**src/rtl/timer_bamse.sv**
```systemverilog
// timer_bamse: 16-bit up-counting port-mapped timer with a power-of-two
// prescaler, one-shot or auto-reload mode and a sticky interrupt flag that
// is cleared by reading the config/status register.

module timer_bamse #(
   parameter logic [7:0] ADDR = 8'h00
) (
   input  logic        clk,
   input  logic        rst,
   input  logic [15:0] timer_conf,
   input  logic [7:0]  address,
   input  logic [7:0]  config_in,
   input  logic        wen,
   input  logic        ren,
   output logic [7:0]  config_out,
   output logic        tmr_interrupt
);

   logic [2:0]  prescaler_q, prescaler_d;
   logic        autoLoad_q, autoLoad_d;
   logic        en_q, en_d;
   logic        running_q, running_d;
   logic        irq_q, irq_d;
   logic [15:0] count_q, count_d;
   logic [6:0]  pcount_q, pcount_d;

   logic        writeHit;
   logic        readHit;
   logic        advance;
   logic        tick;
   logic        overflow;
   logic [6:0]  pLimit;
   logic        unusedCfg;

   // Bit 7 is reserved and bit 0 has no function; they are folded away here.
   assign unusedCfg = config_in[7] ^ config_in[0];

   // Bus decode and prescaler tick; a write in the same cycle always
   // overrides counting so software sees its config take effect at once.
   always_comb begin
      writeHit = wen && (address == ADDR);
      readHit  = ren && (address == ADDR);
      pLimit   = 7'h7F >> (3'd7 - prescaler_q);
      advance  = running_q && en_q && !writeHit;
      tick     = advance && (pcount_q == pLimit);
      overflow = tick && (count_q == 16'hFFFF);
   end

   // Next-state logic for configuration, run state, counter and prescaler.
   always_comb begin
      prescaler_d = prescaler_q;
      autoLoad_d  = autoLoad_q;
      en_d        = en_q;
      running_d   = running_q;
      count_d     = count_q;
      pcount_d    = pcount_q;
      if (writeHit) begin
         prescaler_d = config_in[6:4];
         autoLoad_d  = config_in[3];
         en_d        = config_in[2];
         pcount_d    = 7'd0;
         if (config_in[1]) begin
            count_d   = timer_conf;
            running_d = 1'b1;
         end else begin
            running_d = 1'b0;
         end
      end else if (advance) begin
         if (tick) begin
            pcount_d = 7'd0;
            if (overflow) begin
               if (autoLoad_q) begin
                  count_d = timer_conf;
               end else begin
                  running_d = 1'b0;
               end
            end else begin
               count_d = count_q + 16'd1;
            end
         end else begin
            pcount_d = pcount_q + 7'd1;
         end
      end
   end

   // Sticky interrupt: overflow sets it and beats a simultaneous read-clear.
   always_comb begin
      irq_d = irq_q;
      if (overflow) begin
         irq_d = 1'b1;
      end else if (readHit) begin
         irq_d = 1'b0;
      end
   end

   // State registers, all cleared by the asynchronous active-low reset.
   always_ff @(posedge clk or negedge rst) begin
      if (!rst) begin
         prescaler_q <= 3'd0;
         autoLoad_q  <= 1'b0;
         en_q        <= 1'b0;
         running_q   <= 1'b0;
         irq_q       <= 1'b0;
         count_q     <= 16'd0;
         pcount_q    <= 7'd0;
      end else begin
         prescaler_q <= prescaler_d;
         autoLoad_q  <= autoLoad_d;
         en_q        <= en_d;
         running_q   <= running_d;
         irq_q       <= irq_d;
         count_q     <= count_d;
         pcount_q    <= pcount_d;
      end
   end

   // Zero-cycle status read; shows the interrupt value before it is cleared.
   always_comb begin
      config_out = 8'h00;
      if (readHit) begin
         config_out = {1'b0, prescaler_q, autoLoad_q, en_q, running_q, irq_q};
      end
   end

   assign tmr_interrupt = irq_q;

endmodule

```
**config.mk**
```make
export PLATFORM = sky130hd
export DESIGN_NAME = timer_bamse
export DESIGN_NICKNAME = d
export VERILOG_FILES = /design/src/rtl/timer_bamse.sv
export SDC_FILE = /design/constraint.sdc
export NUM_CORES = 1
export LEC_CHECK = 0
export CAP_MARGIN = 40
export CORE_UTILIZATION = 35
export CTS_CLUSTER_DIAMETER = 150
export DETAILED_ROUTE_END_ITERATION = 8
export PLACE_DENSITY = 0.61
export SYNTH_ARGS = -nofsm -noshare
export SYNTH_HDL_FRONTEND = slang
export SYNTH_SLANG_ARGS = --single-unit
```
**constraint.sdc**
```tcl
create_clock -name clk -period 2.6 [get_ports clk]
set_input_delay 0.26 -clock clk [delete_from_list [all_inputs] [get_ports clk]]
set_output_delay 0.26 -clock clk [all_outputs]
set_load 0.1 [all_outputs]
```
**Word-level counts from Yosys, hierarchy flattened**

Index checks and enable logic that the tools add are counted.

- $add $sub $neg: 3
- Bitwise logic cells: 0
- Multiply operators: 0
- Reduce and logical (&&, ||, !) cells: 14
- Div/mod/pow operators: 0
- Magnitude comparators: 0
- Muxes and demuxes: 18
- Equal/unequal tests: 5
- Shift-type cells: 1

Operator list:

| operator | number |
|---|---|
| $mux 16 | 6 |
| $mux 7 | 4 |
| $add 16x1->16 const B | 1 |
| $eq 16x16->1 const B | 1 |
| $logic_not 8->1 | 1 |
| $mux 1 | 8 |
| $reduce_and 4->1 | 2 |
| $reduce_bool 2->1 | 4 |
| $add 7x1->7 const B | 1 |
| $eq 7x7->1 | 1 |
| $shr 7x3->7 const A | 1 |
| $logic_and 1x1->1 | 6 |
| $ne 3x3->1 const B | 1 |
| $sub 3x3->3 const A | 1 |
| $ne 2x1->1 const B | 1 |
| $ne 2x2->1 const B | 1 |
| $logic_not 1->1 | 1 |

- Memories kept: 0
- ROM bits: 0
- Register bits: 30
- Bits in latches: 0
- Memory bits (writable): 0
- Input port bits: 36
- Word-level logic and storage cells: 48

**Logic depth before layout (Yosys ltp)**

Gate-level depths: netlist of the first run.

- Depth after elaboration: 10
- Mapped depth: 9

**Worst setup path before layout of the first run**

Ideal clock, no wire load.

- Path kind: flip-flop to flip-flop
- Start: register count_q[0]
- End: register count_q[1]
- Slack: 485 ps
- Cell stages (with the launch flop): 8
- Arrival: 1990 ps
- Buffers on the path: 0
- Cells stage by stage: dfrtp_1 > ha_1 > nand4_1 > nor4_2 > and3_1 > a31o_4 > mux2_1 > mux2_2

- Longest elaborated chain between the ends: 6

Ends and longest elaborated chain:

| what | line | RTL |
|---|---|---|
| from (decl) | 24 | `logic [15:0] count_q, count_d;` |
| from (signal assigned) | 112 | `count_q <= count_d;` |
| parallel branches: the longest is 6 deep, another holds $add 16x1->16 | -- |  |

Several ways; the timed one is not identified. The select of a mux whose other input is x is not followed.
A chain may end at the register's enable or synchronous reset.

**Worst setup path after layout of the first run**

- Start: register prescaler_q[1]
- End: register count_q[1]

- Longest elaborated chain between the ends: 9

Ends and longest elaborated chain:

| what | line | RTL |
|---|---|---|
| from (decl) | 19 | `logic [2:0] prescaler_q, prescaler_d;` |
| from (signal assigned) | 107 | `prescaler_q <= prescaler_d;` |
| $sub 3x3->3 (*) | 43 | `pLimit = 7'h7F >> (3'd7 - prescaler_q);` |
| $shr 7x3->7 (*) | 43 |  |
| $eq 7x7->1 (*) | 45 | `tick = advance && (pcount_q == pLimit);` |
| $logic_and 1x1->1 (*) | 45 |  |
| $logic_and 1x1->1 | 46 | `overflow = tick && (count_q == 16'hFFFF);` |
| $mux 16 | 71 | `if (overflow) begin` |
| $mux 16 | 69 | `if (tick) begin` |
| $mux 16 | 68 | `end else if (advance) begin` |
| $mux 16 | 57 | `if (writeHit) begin` |

Mark *: on every way between the ends. The rest lies on a longest branch, timed or not. The select of a mux whose other input is x is not followed.

==> metrics.md, run 1 <==
| Metric | Value |
|---|---|
| RSZ-0062 raised after global routing | `no` |
| Pwr dens | `roughly 400 mW/mm²` |
| Post-synthesis async set-or-reset flop share | `100%` |
| Layout Nets | `roughly 330` |
| Power Total | `1.10 mW` |
| Final setup TNS | `0 ps` |
| Reg-to-reg critical path startpoint | `prescaler_q[1]` |
| DRT antenna net count | `0` |
| Top cells by count, synth | `39 x nand2_1, 30 x dfrtp_1, 18 x a21oi_1` |
| # DRC | `0` |
| Yosys Warn Count | `0` |
| Setup Skew | `between 8 and 9 ps` |
| Num CTS Buffers | `5` |
| First-pass GRT wire length | `8830 µm` |
| Main combinational cell family by area after synthesis | `simple AND/OR/NAND/NOR gates` |
| Resize count post-CTS | `0` |
| Grt ovf | `0` |
| Leakage power | `around 1.2 nW` |
| Die H | `79.3 µm` |
| Vias in the first global route | `1,825` |
| CTS tree | `built` |
| Synth area leader | `dfrtp_1` |
| Final hold vios | `0` |
| DIE WIDTH | `around 79 µm` |
| Critical Path RT | `roughly 2800 ps` |
| I/O pin cnt | `45` |
| Synth Area in Adders | `1.20%` |
| Share of cells above drive strength 1 | `14.4%` |
| Post-CTS setup buffers | `0` |
| Crit-path max FO | `12` |
| Critical path type | `reg -> reg` |
| Via count | `about 1,900` |
| Synthesized instance count | `roughly 240` |
| Antenna cell count | `0` |
| Final core utilization | `between 40 and 50%` |
| Worst Path Arrival | `2540 ps` |
| Row count | `27` |
| Initial antenna violation count | `0` |
| Net Count, Synth | `282` |
| Area of the multi-input gates | `0.00119 mm²` |
| FF-to-FF setup slack | `230 ps` |
| Area grow syn2layout | `31.7%` |
| Synth area leaders | `dfrtp_1 36%, nand2_1 7.0%, mux2i_1 4.8%` |
| Final wirelength | `5160 µm` |
| Pre-Repair DR Iteration Count | `4` |
| Yosys top cell area share | `35.9%` |
| Routability Congestion | `0.795` |
| Flops & latches, synth | `30` |
| Initial DRC Count | `72` |
| Crit-path cells | `xor2_1 -> o22a_1 -> a221oi_2 -> a31o_4 -> mux2_1 -> mux2_2` |
| Max cap viols | `0` |
| H-tree depth | `2` |
| Setup violators final | `0` |
| FILL cells | `536` |
| Largest net degree at the start of global routing | `31` |
| Worst-skew pair later-pin latency | `290 ps` |
| Clock Path Buffers | `2` |
| Peak supply drop | `between 0.0003 and 0.0004 V` |
| Most common cell in the netlist | `nand2_1` |
| WL/cell | `around 14 µm` |
| CP startpoint | `prescaler_q[1]` |
| PortBufs | `41` |
| Total GRT Usage | `17.9%` |
| Mux contribution to synthesized area | `6.40%` |
| Die ar. | `about 0.0063 mm²` |
| Vias/cell | `5.29` |
| Main synth FF type | `dfrtp_1` |
| Yosys cell types | `54` |
| Crit share post-route | `91.2%` |
| Critical Path Max Stage Delay | `540 ps` |
| Synth Area in Compound Gates | `19.3%` |
| Achievable Freq | `~420 MHz` |
| Post-Synth Simple-Gate Area | `26.8%` |
| XOR/XNOR Fraction of Synth Area | `under 10%` |
| Hold crit path type | `in -> async` |
| CTS Root Buffer Type | `clkbuf_8` |
| Core ar. | `0.00564 mm²` |
| EDFF count, synth | `0` |
| Worst setup EP type | `flip-flop` |
| Register area | `751 µm²` |
| Avg Cell Area, Syn | `8.57 µm²` |
| Slew Viols, Final | `0` |
| Final HPWL DP | `3850 µm` |
| Sequential-to-total area share from yosys stat | `between 30% and 40%` |
| Initial core utilization | `37.1%` |
| Post-Syn Area | `0.00209 mm²` |
| CP max-delay cell | `dfrtp_1` |
| Min Tclk post-route | `about 2400 ps` |
| Sinks on Clock Net | `30` |
| Worst Setup Start Kind | `flip-flop` |
| Hold Buf Count CTS | `0` |
| Register clock-pin slew on the reported worst setup and hold paths | `approximately 70 ps` |
| Outcome | `finished clean` |
[power by group]
group | switching (mW) | internal [mW] | total, mW | leakage [nW]
Sequential | 0.0224 | 0.479 | 0.502 | 0.374
Combinational | 0.0627 | 0.0713 | 0.134 | 0.759
Clock | 0.187 | 0.282 | 0.469 | 0.0579
Total | 0.272 | 0.832 | 1.10 | 1.19
[registers in the layout, indices dropped and copies added, names as in the netlist]
register	cells
count_q	16
pcount_q	7
running_q	1
en_q	1
prescaler_q	3
tmr_interrupt	1
autoLoad_q	1
[worst max-delay path, delay by kind of cell (launching register included)]
family         cells  cell delay, ps
AO/OA/AOI/OAI      3             920
XOR/XNOR           1             230
flip-flops         1             540
multiplexers       2             580
[layer usage]
layer  wire length [µm]  track usage, %
met5                  0               0
met4                 58            5.27
met3                137            3.22
met2               2470            30.0
met1               2490            23.5
[per-stage QoR]
stage	area [µm²]	std cells	hold slack (ps)	setup slack, ps
floorplan	2090	244	-35.6	485
global placement	2650	355	513	162
detailed placement	2650	355	519	144
CTS	2750	363	392	256
global route	2750	363	420	146
finish	2750	363	374	229
[cell families after synthesis]
kind of cell,after synthesis
flip-flops,30
multiplexers,13
AO/OA/AOI/OAI,57
AND/OR/NAND/NOR,108
buffers and inverters,26
XOR/XNOR,7
other,1
adder cells (fa/ha/maj),2
[layout by cell type (no fill, tap or decap), drive strengths merged, types with 3 or more instances in the layout]
master         netlist  final
and2                13     13
nand4                7      7
a22oi                5      5
xor2                 4      4
nand2               39     39
o21ai               14     14
nor2                13     13
mux2                 3      3
xnor2                3      3
clkdlybuf4s50        0     33
buf                 10     21
dfrtp               30     30
mux2i               10     10
nor3                 3      3
clkbuf               5      5
nor4                 7      7
a21oi               19     19
nand3               12     12
inv                 11     11
a22o                 3      3
and3                 6      6
[final timing paths]
kind,depth (start not counted),end
worst max-delay path,6,count_q[1]
worst min-delay path,2,prescaler_q[0]
worst max register to register,6,count_q[1]
worst min register to register,1,count_q[1]
max in group asynchronous,2,count_q[8]
min in group clk,3,prescaler_q[1]
[final cells by class]
class	instances	share of cell area (%)
timing repair buffer	54	20.9
inverter	11	1.50
multi-input combinational	188	43.1
sequential	30	27.3
tap	72	3.27
clock buffer	5	2.50
clock inverter	3	1.45
Note: power is estimated with default switching activity, not from simulation.
==> run 2: changes to the inputs <==
--- a/config.mk
+++ b/config.mk
@@ -10,6 +10,7 @@
 export CTS_CLUSTER_DIAMETER = 150
 export DETAILED_ROUTE_END_ITERATION = 8
 export PLACE_DENSITY = 0.61
+export SLEW_MARGIN = 20
 export SYNTH_ARGS = -nofsm -noshare
 export SYNTH_HDL_FRONTEND = slang
 export SYNTH_SLANG_ARGS = --single-unit
==> results of run 2 <==
Final layout, timing and power as in run 1 (identical DEF).
